`src/rtl/alu_ops_pkg.sv`:
```
// Shared definitions for the shift/add ALU and the controller that
// sequences it.
//  - ALU opcode encodings driven on alu_s.
//  - State enum of the shift-add multiply sequencer.
// No ports; imported with `import alu_ops_pkg::*;`.
package alu_ops_pkg;

  localparam logic [3:0] ALU_OP_ADD = 4'b0000;
  localparam logic [3:0] ALU_OP_SHR = 4'b1000;
  localparam logic [3:0] ALU_OP_SHL = 4'b1001;
  localparam logic [3:0] ALU_OP_ROL = 4'b1010;
  localparam logic [3:0] ALU_OP_ROR = 4'b1011;

  typedef enum logic [1:0] {
    ST_IDLE  = 2'd0,
    ST_ADD   = 2'd1,
    ST_SHIFT = 2'd2,
    ST_DONE  = 2'd3
  } mul_state_e;

endpackage

```
`src/rtl/shift_add_mul_ctrl.sv`:
```
// shift_add_mul_ctrl
//  Sequencer that drives an external 4-bit shift/add ALU to form the
//  unsigned product of two 4-bit operands using a shift-add loop.
//  One ALU operation (ADD or ROR) is issued per busy cycle. The ALU
//  result and carry are used combinationally in the same cycle.
//
// Ports
//  clk        in   clock, rising edge
//  rst        in   synchronous active-high reset
//  in_valid   in   operand valid
//  in_ready   out  operands accepted (high only in IDLE)
//  in_a       in   multiplicand
//  in_b       in   multiplier
//  out_valid  out  product valid (held until out_ready)
//  out_ready  in   sink accepts product
//  product    out  in_a * in_b
//  alu_s      out  ALU opcode
//  alu_cin    out  ALU carry-in (always 0)
//  alu_a      out  ALU operand A
//  alu_b      out  ALU operand B
//  alu_result in   ALU result
//  alu_cout   in   ALU carry / rotate-out
module shift_add_mul_ctrl
  import alu_ops_pkg::*;
#(
  parameter int DATA_W   = 4,    // only 4 is supported (must match the ALU)
  parameter bit SKIP_ADD = 1'b1  // 1: skip the ADD cycle for a 0 multiplier bit
) (
  input  logic                  clk,
  input  logic                  rst,
  input  logic                  in_valid,
  output logic                  in_ready,
  input  logic [DATA_W-1:0]     in_a,
  input  logic [DATA_W-1:0]     in_b,
  output logic                  out_valid,
  input  logic                  out_ready,
  output logic [2*DATA_W-1:0]   product,
  output logic [3:0]            alu_s,
  output logic                  alu_cin,
  output logic [DATA_W-1:0]     alu_a,
  output logic [DATA_W-1:0]     alu_b,
  input  logic [DATA_W-1:0]     alu_result,
  input  logic                  alu_cout
);

  localparam logic [1:0] CNT_LAST = 2'(DATA_W - 1);

  mul_state_e            state_q, state_d;
  logic [DATA_W-1:0]     acc_q, acc_d;
  logic [DATA_W-1:0]     mpl_q, mpl_d;
  logic [DATA_W-1:0]     mcd_q, mcd_d;
  logic                  c_q, c_d;
  logic [1:0]            cnt_q, cnt_d;
  logic [2*DATA_W-1:0]   product_q, product_d;

  logic                  in_ready_q, in_ready_d;
  logic                  out_valid_q, out_valid_d;
  logic [3:0]            alu_s_q, alu_s_d;
  logic [DATA_W-1:0]     alu_a_q, alu_a_d;
  logic [DATA_W-1:0]     alu_b_q, alu_b_d;

  always_comb begin
    state_d   = state_q;
    acc_d     = acc_q;
    mpl_d     = mpl_q;
    mcd_d     = mcd_q;
    c_d       = c_q;
    cnt_d     = cnt_q;
    product_d = product_q;

    case (state_q)
      ST_IDLE: begin
        if (in_valid) begin
          acc_d   = '0;
          mcd_d   = in_a;
          mpl_d   = in_b;
          cnt_d   = '0;
          c_d     = 1'b0;
          state_d = (in_b[0] || !SKIP_ADD) ? ST_ADD : ST_SHIFT;
        end
      end
      ST_ADD: begin
        acc_d   = alu_result;
        c_d     = alu_cout;
        state_d = ST_SHIFT;
      end
      ST_SHIFT: begin
        // The ALU rotates ACC right; its low bits are ACC shifted down and
        // the vacated MSB takes the carry from the preceding ADD. The bit
        // rotated out of ACC becomes the new MSB of the multiplier/low half.
        acc_d = {c_q, alu_result[DATA_W-2:0]};
        mpl_d = {alu_cout, mpl_q[DATA_W-1:1]};
        c_d   = 1'b0;
        if (cnt_q == CNT_LAST) begin
          product_d = {acc_d, mpl_d};
          state_d   = ST_DONE;
        end else begin
          cnt_d   = cnt_q + 2'd1;
          state_d = (mpl_d[0] || !SKIP_ADD) ? ST_ADD : ST_SHIFT;
        end
      end
      ST_DONE: begin
        if (out_ready) state_d = ST_IDLE;
      end
      default: state_d = ST_IDLE;
    endcase

    // Outputs are registered from the next state so that the ALU sees
    // operands that match the state during the whole cycle.
    in_ready_d  = (state_d == ST_IDLE);
    out_valid_d = (state_d == ST_DONE);
    alu_s_d     = (state_d == ST_SHIFT) ? ALU_OP_ROR : ALU_OP_ADD;
    alu_a_d     = (state_d == ST_ADD || state_d == ST_SHIFT) ? acc_d : '0;
    alu_b_d     = (state_d == ST_ADD && mpl_d[0]) ? mcd_d : '0;
  end

  always_ff @(posedge clk) begin
    if (rst) begin
      state_q     <= ST_IDLE;
      acc_q       <= '0;
      mpl_q       <= '0;
      mcd_q       <= '0;
      c_q         <= 1'b0;
      cnt_q       <= '0;
      product_q   <= '0;
      in_ready_q  <= 1'b1;
      out_valid_q <= 1'b0;
      alu_s_q     <= '0;
      alu_a_q     <= '0;
      alu_b_q     <= '0;
    end else begin
      state_q     <= state_d;
      acc_q       <= acc_d;
      mpl_q       <= mpl_d;
      mcd_q       <= mcd_d;
      c_q         <= c_d;
      cnt_q       <= cnt_d;
      product_q   <= product_d;
      in_ready_q  <= in_ready_d;
      out_valid_q <= out_valid_d;
      alu_s_q     <= alu_s_d;
      alu_a_q     <= alu_a_d;
      alu_b_q     <= alu_b_d;
    end
  end

  assign in_ready  = in_ready_q;
  assign out_valid = out_valid_q;
  assign product   = product_q;
  assign alu_s     = alu_s_q;
  assign alu_cin   = 1'b0;
  assign alu_a     = alu_a_q;
  assign alu_b     = alu_b_q;

endmodule

```
`config.mk`:
```
export PLATFORM = sky130hd
export DESIGN_NAME = shift_add_mul_ctrl
export DESIGN_NICKNAME = d
export VERILOG_FILES = /design/src/rtl/alu_ops_pkg.sv /design/src/rtl/shift_add_mul_ctrl.sv
export SDC_FILE = /design/constraint.sdc
export NUM_CORES = 1
export LEC_CHECK = 0
export ABC_AREA = 1
export CAP_MARGIN = 20
export CELL_PAD_IN_SITES_DETAIL_PLACEMENT = 1
export CELL_PAD_IN_SITES_GLOBAL_PLACEMENT = 2
export CORE_MARGIN = 8
export CORE_UTILIZATION = 34
export CTS_CLUSTER_SIZE = 14
export DETAILED_ROUTE_END_ITERATION = 10
export DONT_BUFFER_PORTS = 1
export GPL_TIMING_DRIVEN = 0
export PLACE_DENSITY = 0.78
export SLEW_MARGIN = 20
export SYNTH_ARGS = -nofsm -noshare
export SYNTH_HDL_FRONTEND = slang
export SYNTH_SLANG_ARGS = --single-unit
```
`constraint.sdc`:
```
create_clock -name clk -period 1.39 [get_ports clk]
set_input_delay 0.278 -clock clk [delete_from_list [all_inputs] [get_ports clk]]
set_output_delay 0.278 -clock clk [all_outputs]
set_load 0.02 [all_outputs]
```
==> results.txt <==
final WL: 3600 um
layout cells sized above 1: 0.231
top cells by area, synth: dfxtp_1 (50%), nand2_1 (9.3%), a21oi_1 (6.4%), nand3_1 (4.6%), nor2_1 (4.5%)
total power: 0.00213 W
vias in the first global route: 1190
Worst Hold Class: primary input to flop
clock-pin transition on the worst setup and hold timing paths: 70 ps
Worst Tran Pin Value: 505 ps
Slew headroom: 0.663
fin crit period: 1310 ps
Leak: 0.691 nW
Yosys cell types: 25
Util after Layout: 0.406
Cell Area, Placed: 1470 um^2
initial antenna violation count: 0
largest net degree at the start of global routing: 12
outcome: finished, final reports clean
CP Max Fanout: 8
Ys Warns: 0
core area: 4000 um^2
Clock Path Buffers: 2
detailed-route DRC error count: 0
routed via count: 1124
routability cong.: 0.759
Synth Area per Inst: 8.23 um^2
Post-synth ARST share: 0
worst-skew pair later-pin latency: 290 ps
final setup violation count: 0
crit path capture: alu_a[3]$_SDFF_PP0_
drt first pass iters: 4
H-tree Lvls: 2
grt ovf: 0
Routed Antenna Nets: 0
CP Class: flop to flop
Pwr Density: 1310 nW/um^2
Synth area leader: dfxtp_1
initial core utilization: 0.352
Max-cap violations: 0
number of synthesized flops with an enable pin: 0
critical path cell sequence: buf_6 -> nor2_4 -> nand2_2 -> nand2_2 -> inv_2 -> nand2_4 -> nand3_4 -> a21oi_2
sequential-to-total area share from yosys stat: 0.498
Worst Reg2Reg Path Length in Cells: 8
CTS Sinks: 35
WP data arrival: 1540 ps
Avg Vias per Cell: 4.84
FMAX: 765 MHz
Slew Limit Fails: 0
Detailed Route Iter0 Violations: 36
peak supply drop: 0.645 mV
hpwl dp: 2730 um
Worst R2R Setup Slack: 80 ps
Crit path top cell by count: nand2_2
Die ar.: 6450 um^2
crit path from: state_q[0]$_SDFF_PP0_
die height: 80.3 um
Reg-to-Reg Start: state_q[0]$_SDFF_PP0_
FF+latch count, synth: 35
top post-synthesis cells by count: dfxtp_1 (35), nand2_1 (35), a21oi_1 (18), nor2_1 (17)
DR WL/cell: 15.5 um
Post-Synthesis Cells: 171
diodes inserted: 0
Nets: 199
fin crit share: 0.941
critical path's largest stage delay: 310 ps
clk_skew: 4.47 ps
Worst EP required: 1620 ps
Crit. End Element: flop
Critical Path Slowest Stage Cell: dfxtp_1
CP startpoint kind: flop
final hold violation count: 0
Post-Layout Inst Area: 1620 um^2
number of CTS-inserted buffers: 5
GRT Util Overall: 0.118
reg2reg end: alu_a[3]$_SDFF_PP0_
CTS tree: built
Hold Path Cell Cnt: 2
# IOs: 40
first-pass GRT wire length: 5750 um
Synth Flop Type: dfxtp_1
post-synthesis cell area: 1410 um^2
chip width: 80.3 um
clk root buf: clkbuf_8
Core Rows: 23
FILL cells: 489
IO Port Bufs: 0
P&R area growth vs syn: 15.4%
post-synth top area share: 0.498
==> metal layers <==
layer | global-route usage | wire length (um)
met1 | 0.122 | 1420
met2 | 0.186 | 1730
met3 | 0.0703 | 379
met4 | 0.0600 | 64
met5 | 0 | 0
==> worst max-delay path: cells and delay by family (launching register included) <==
kind	cells	cell delay, ps
flops	1	310
buf+inv	2	190
simple gates	5	570
compound gates	1	170
==> state kept, by name (all words and copies together) (netlist names), 2 cells and up <==
register	count
alu_a	4
product	8
mcd_q	4
mpl_q	3
cnt_q	2
acc_q	4
state_q	2
alu_b	4
==> per-stage QoR <==
| stage | instances | TNS, ps | worst slack (ps) | hold WS (ps) |
|---|---|---|---|---|
| finish | 232 | 0 | 82.2 | 137 |
| global route | 232 | -27.2 | -15.3 | 133 |
| CTS | 232 | 0 | 14.8 | 126 |
| detailed placement | 222 | -661 | -85.9 | 443 |
| global placement | 222 | -535 | -67.8 | 431 |
| floorplan | 172 | 0 | 161 | 425 |
==> cell type report <==
cell class / count / area [um^2] / share of cell area
clock buffers: 6 / 72.6 / 0.0447
clock inverters: 2 / 12.5 / 0.00770
flip-flops and latches: 35 / 702 / 0.432
inverters: 15 / 56.3 / 0.0347
well taps: 50 / 62.6 / 0.0385
plain buffers: 9 / 58.8 / 0.0362
multi-input cells: 113 / 644 / 0.397
repair buffers: 2 / 15.0 / 0.00924
==> cell usage in the layout (no fill, tap or decap), types with 2 or more instances in the layout <==
cell type / instances
nand2_2: 7
mux2i_1: 4
inv_1: 13
a31oi_1: 3
nand2_1: 33
a21oi_1: 13
o21ai_0: 3
inv_2: 2
clkbuf_8: 5
dfxtp_1: 34
or2_1: 3
a21oi_2: 7
buf_2: 2
nand3_1: 13
nor2_1: 16
conb_1: 2
nand3_4: 2
clkbuf_1: 3
buf_4: 6
==> how the worst min path moves through the flow <==
stage / startpoint / endpoint / slack, ps
global placement: alu_cout / c_q$_SDFFE_PP0P_ / 430
finish: alu_cout / c_q$_SDFFE_PP0P_ / 140
floorplan: alu_cout / c_q$_SDFFE_PP0P_ / 430
CTS: alu_cout / c_q$_SDFFE_PP0P_ / 130
detailed placement: rst / acc_q[0]$_SDFF_PP0_ / 440
global route: alu_cout / c_q$_SDFFE_PP0P_ / 130
==> logic make-up after synthesis <==
logic type | after synthesis | synth area share
multiplexers | 4 | 0.0284
buffers and inverters | 24 | 0.0809
AND/OR/NAND/NOR | 79 | 0.277
other | 1 | 0.00266
flip-flops | 35 | 0.498
adder cells (fa/ha/maj) | 1 | 0.00889
AO/OA/AOI/OAI | 27 | 0.104
==> power breakdown <==
group	internal [W]	leakage (nW)	switching, W
clock	0.000350	0.0412	0.000370
combinational	0.000109	0.365	0.000197
sequential	0.00105	0.285	0.0000504
==> what timing repair did <==
action                                  in CTS  in global routing
endpoints found under the setup margin      13                 18
pin swaps                                    1                  6
resized for setup                            2                 13
hold buffers                                 0                  0
setup buffers                                2                  0
No activity file was read; power rests on OpenSTA's default activity.
